## src/rtl/fifo_ctrl.sv

```systemverilog
// fifo_ctrl: pointer and flag controller that turns a 2^ADDR_WIDTH-entry
// register file into a first-word-fall-through FIFO.
//
// Ports:
//   clk          system clock, rising edge
//   reset        asynchronous, active-high reset
//   wr, rd       push / pop requests for the current cycle
//   clr_err      synchronous clear of the sticky overflow / underflow flags
//   w_addr, we   register file write address and write enable
//   r_addr       register file read address, always the head entry
//   full, empty, almost_full, almost_empty, count   occupancy status
//   overflow, underflow                             sticky error flags
module fifo_ctrl #(
   parameter int ADDR_WIDTH = 7,
   parameter int AF_LEVEL   = 120,
   parameter int AE_LEVEL   = 8
) (
   input  logic                  clk,
   input  logic                  reset,
   input  logic                  wr,
   input  logic                  rd,
   input  logic                  clr_err,
   output logic [ADDR_WIDTH-1:0] w_addr,
   output logic [ADDR_WIDTH-1:0] r_addr,
   output logic                  we,
   output logic                  full,
   output logic                  empty,
   output logic                  almost_full,
   output logic                  almost_empty,
   output logic [ADDR_WIDTH:0]   count,
   output logic                  overflow,
   output logic                  underflow
);

   localparam logic [ADDR_WIDTH:0] PTR_ONE = {{ADDR_WIDTH{1'b0}}, 1'b1};
   localparam logic [ADDR_WIDTH:0] AF_CNT  = (ADDR_WIDTH+1)'(AF_LEVEL);
   localparam logic [ADDR_WIDTH:0] AE_CNT  = (ADDR_WIDTH+1)'(AE_LEVEL);

   // MSB of each pointer is the wrap bit, which separates full from empty.
   logic [ADDR_WIDTH:0] w_ptr, r_ptr;
   logic                push_ok, pop_ok;

   assign w_addr = w_ptr[ADDR_WIDTH-1:0];
   assign r_addr = r_ptr[ADDR_WIDTH-1:0];

   assign empty = (w_ptr == r_ptr);
   assign full  = (w_ptr[ADDR_WIDTH] != r_ptr[ADDR_WIDTH]) &&
                  (w_ptr[ADDR_WIDTH-1:0] == r_ptr[ADDR_WIDTH-1:0]);
   assign count = w_ptr - r_ptr;

   assign almost_full  = (count >= AF_CNT);
   assign almost_empty = (count <= AE_CNT);

   // A write into a full FIFO is legal when a pop frees the head slot on the
   // same edge; the head value is read combinationally before it is replaced.
   assign pop_ok  = rd & ~empty;
   assign push_ok = wr & (~full | pop_ok);
   assign we      = push_ok;

   always_ff @(posedge clk or posedge reset) begin
      if (reset) begin
         w_ptr     <= '0;
         r_ptr     <= '0;
         overflow  <= 1'b0;
         underflow <= 1'b0;
      end else begin
         if (push_ok) w_ptr <= w_ptr + PTR_ONE;
         if (pop_ok)  r_ptr <= r_ptr + PTR_ONE;

         // A fresh error in the clearing cycle takes priority over clr_err.
         if (wr & full & ~pop_ok) overflow <= 1'b1;
         else if (clr_err)        overflow <= 1'b0;

         if (rd & empty)          underflow <= 1'b1;
         else if (clr_err)        underflow <= 1'b0;
      end
   end

endmodule

```

## config.mk

```make
export PLATFORM = sky130hd
export DESIGN_NAME = fifo_ctrl
export DESIGN_NICKNAME = d
export VERILOG_FILES = /design/src/rtl/fifo_ctrl.sv
export SDC_FILE = /design/constraint.sdc
export NUM_CORES = 1
export LEC_CHECK = 0
export BUFFER_PORTS_ARGS = -buffer_cell sky130_fd_sc_hd__buf_2
export CORE_ASPECT_RATIO = 0.7
export CORE_UTILIZATION = 37
export DETAILED_ROUTE_END_ITERATION = 7
export SLEW_MARGIN = 15
export SYNTH_ARGS = -nofsm -noshare
export SYNTH_HDL_FRONTEND = slang
export SYNTH_SLANG_ARGS = --single-unit
```

## constraint.sdc

```tcl
create_clock -name clk -period 2.9 [get_ports clk]
set_clock_uncertainty 0.05 [all_clocks]
set_input_delay 0.435 -clock clk [delete_from_list [all_inputs] [get_ports clk]]
set_output_delay 0.435 -clock clk [all_outputs]
set_load 0.01 [all_outputs]
```

### After elaboration in Yosys (flattened, before gate mapping)

Cells that the tools add are included.

| storage, ports and cells | value |
|---|---|
| latch bits | 0 |
| output and inout port bits | 29 |
| register bits | 18 |
| logic and storage cells | 27 |
| memories kept | 0 |
| ROM bits | 0 |
| RAM bits | 0 |

| operators by class | value |
|---|---|
| $lt $le $gt $ge | 2 |
| multipliers | 0 |
| $add $sub $neg | 3 |
| bitwise logic cells | 9 |
| reductions and logical operators | 3 |
| muxes and demuxes | 3 |
| div/mod/pow operators | 0 |
| eq/ne operators | 3 |
| shift operators | 0 |

Operators with widths:

| kind | number |
|---|---|
| 8-bit by 1-bit adder with 8-bit output, second input constant | 2 |
| 8-bit equality test | 1 |
| 8-bit by 7-bit >= comparator with 1-bit output, second input constant | 1 |
| 8-bit by 4-bit <= comparator with 1-bit output, second input constant | 1 |
| 8-bit subtractor | 1 |
| 7-bit equality test | 1 |
| 1-bit AND | 5 |
| 2-bit nonzero test | 2 |
| 1-bit 2-to-1 mux | 3 |
| 1-bit inverter | 3 |
| 1-bit logical AND | 1 |
| 1-bit != test | 1 |
| 1-bit OR | 1 |

### Longest topological paths before layout

| depth | value |
|---|---|
| depth after elaboration | 6 |
| gate-level depth with buffers | 9 |
| gate-level depth less buffers | 9 |

### Least setup slack after synthesis

Ideal clock, no wire load.

| timing path | value |
|---|---|
| path type | register -> output |
| start point | register w_ptr[0] |
| end point | output almost_empty |
| cell stages (with the launch flop) | 9 |
| arrival | 2.178 ns |
| setup slack | 0.237 ns |
| buffers on the path | 0 |
| data required time | 2.415 ns |
| cell sequence | dfrtp_1 -> inv_1 -> ha_1 -> inv_1 -> fa_1 -> xor2_1 -> or3_1 -> a31o_2 -> nor4_1 |

| on the way | value |
|---|---|
| cells in the longest elaborated chain, start to end | 2 |

Ends and longest elaborated chain:

| element | RTL line | text |
|---|---|---|
| start: declaration | 40 | `logic [ADDR_WIDTH:0] w_ptr, r_ptr;` |
| start signal: assignment | 67 | `if (push_ok) w_ptr <= w_ptr + PTR_ONE;` |
| 8-bit subtractor | 49 | `assign count = w_ptr - r_ptr;` |
| net count[2] | 30 | `output logic [ADDR_WIDTH:0] count,` |
| 8-bit by 4-bit <= comparator with 1-bit output | 52 | `assign almost_empty = (count <= AE_CNT);` |
| end: declaration | 29 | `output logic almost_empty,` |

The timed path passes the listed nets, and every way through them passes these cells.

### Worst setup path in the final report

| timing path | value |
|---|---|
| start point | register w_ptr[0] |
| end point | output almost_empty |

| on the way | value |
|---|---|
| cells in the longest elaborated chain, start to end | 2 |

Ends and longest elaborated chain:

| element | RTL line |
|---|---|
| 8-bit subtractor | 49 |
| 8-bit by 4-bit <= comparator with 1-bit output | 52 |

No other way between the ends.

==> results.toml <==
[yosys]
syn-cell-area_um2 = 1300
synth_xor_area_share_pct = 13.4
synth.avg_cell_area_um2 = 9.94
netlist_top_cells_area = "dfrtp_1 (35%), xnor2_1 (11%), ha_1 (8.6%), buf_4 (8.1%), inv_1 (4.3%)"
synth.largest_area_cell = "dfrtp_1"
synthAdderAreaFrac_pct = 10.2
synth.most_common_cell = "dfrtp_1"
synth-edff-count = 0
yosysSeqAreaShare_pct = 34.6
synth_common_cells = "dfrtp_1 (18), xnor2_1 (17), inv_1 (15)"
yosysTopAreaCellShare_pct = 34.6
synth_compound_area_share_pct = 13.4
dominantRegCellSynth = "dfrtp_1"
synth-seq-cells = 18
yosys.area_share.simple_pct = 16.0
syn_inst = 131
synth_top_family_by_area = "simple AND/OR/NAND/NOR gates"
synth_nets = 146
ys_types = 34
async_reset_ff_share_pct = 100
synthMuxAreaShare_pct = 0
ys_warn_count = 0

[grt]
antenna_found_initial = 0
grt_pass1_wl_um = 4380
grt_overflow = 0
grt_pass1_vias = 929
grt_use_total_pct = 15.5
grt_max_degree = 19

[timing]
max_slew_margin_pct = 55.1
worst_slew_pin_slew_ns = 0.673
fin_setup_tns_ns = 0
timing.fmax_mhz = 354
finalHoldViolCount = 0
post-route-period-util_pct = 97.4
setup_viol_count_final = 0
rsz0062_at_grt = "true"
finalCriticalPeriod_ns = 2.83
drv_slew = 0

[critical_path]
max_stage_delay_ns = 0.38
cp-startpoint = "w_ptr[0]"
cp_common_cell = "inv_1"
crit_arrival_ns = 2.34
end_kind = "output pin"
r2r_start = "r_ptr[5]"
start_kind = "flop"
path_cells = "inv_1 -> ha_1 -> inv_1 -> fa_2 -> xor2_1 -> or3_1 -> a31o_2 -> nor4_2 -> buf_2"
worstPathMaxFanout = 3
required_ns = 2.41
crit_type = "reg -> out"
crit_slowest_cell = "dfrtp_1"

[layout]
area_growth_pct = 17.2
fin_area_um2 = 1530
drive_above_1_share_pct = 37.8
diodes = 0
nNetsFinal = 172

[route]
drcViolationCount = 0
avgRoutedWirePerCell_um = 12.8
ant_nets = 0
drtPass1Iterations = 4
vias = 980
via_per_inst = 4.83
dr.first_iter.drc_count = 43
drt_wl_total_um = 2600

[clocking]
cts_sinks = 18
clk_latency_ns = 0.25
cts_tree = "built"
cts.path.max_buffers = 2
htree_levels = 1
cts-hold-fix-buffers = 0
root_buffer = "clkbuf_8"
numCtsBuffers = 3
cts.clk_slew.worst_paths_ns = 0.07

[placement]
gp_congestion = 0.837
dp_hpwl_um = 2150
placed_area_um2 = 1420
port_buffers = 33

[outcome]
outcome = "finished clean"

[die]
die_x_um = 72.9
row_count = 17
start_util_pct = 40.0
die_h_um = 51.6
die_area_um2 = 3770
core_um2 = 3250
num_io_pins = 34

[hold_path]
min-delay-path-class = "in -> async"

[run]
drv_cap = 0
logic make-up (layout without fill, tap and decap cells):
family,Yosys count,in the layout
xor+xnor,20,20
fa+ha+maj,10,10
compound gates,19,19
buf+inv,29,54
flops,18,18
simple gates,35,35
through the flow:
step                      std cells  hold slack (ns)  setup WS (ns)  utilization (%)
after floorplan                 131            0.324          0.237                -
after global routing            203            0.300        -0.0698             46.9
after CTS                       203            0.244         0.0354             45.9
after global placement          197            0.424          0.212             43.7
final                           203            0.221         0.0749             46.9
after detailed placement        197            0.436          0.181             43.7
critical path, delay by kind of cell (launching register included):
family / cells / cell delay, ns
simple gates: 2 / 0.46
compound gates: 1 / 0.26
xor+xnor: 1 / 0.17
buf+inv: 3 / 0.29
flops: 1 / 0.38
fa+ha+maj: 2 / 0.51
worst paths after layout:
path | slack, ns | cells after the start | to
worst max-delay path | 0.07 | 9 | almost_empty
worst min-delay path | 0.22 | 2 | w_ptr[4]
worst max register to register | 0.72 | 7 | w_ptr[5]
worst min register to register | 0.44 | 1 | w_ptr[7]
max in group asynchronous | 2.11 | 2 | w_ptr[2]
min in group clk | 0.41 | 2 | underflow
registers in the layout (all words and copies together), names as in the netlist:
register   flops
r_ptr          8
w_ptr          8
overflow       1
underflow      1
metal layers:
metal  track usage (%)  wire [um]  part of all wire (%)  vias up
met3              4.07        158                   6.1        2
met1              21.4       1300                    50      462
li1                  -          -                     -      483
met2              25.1       1140                    44       33
met4              1.96          4                  0.15        0
met5                 0          0                     0        -
cell usage in the layout (no fill, tap or decap), types with 2 or more instances in the layout:
cell type and count:
ha_1 7, buf_4 2, or3_1 3, xor2_1 3, o21ai_0 4, inv_1 15
nand3_1 4, a21o_2 2, clkbuf_8 4, nand2b_1 2, xnor2_1 16, dfrtp_1 17
nand4_1 4, nor3_1 2, a21oi_2 3, nand2_1 9, buf_2 33, ha_2 2
nor2_1 4
final cells by class:
type	instances	area (um2)
fill	333	1730
multi-input combinational	84	724
sequential	18	452
timing repair buffer	35	180
tap	47	58.8
inverter	15	56.3
clock buffer	4	55.1
repair_timing:
item / CTS / global route
gates resized for setup: 1 / 8
cloned: 0 / 0
endpoints found under the setup margin: 2 / 2
buffers inserted: 2 / 0
pin swaps: 0 / 0
Power is left out: the tool's default activity adds up to more than one toggle a clock period on the data nets, which glitch-free logic cannot reach.
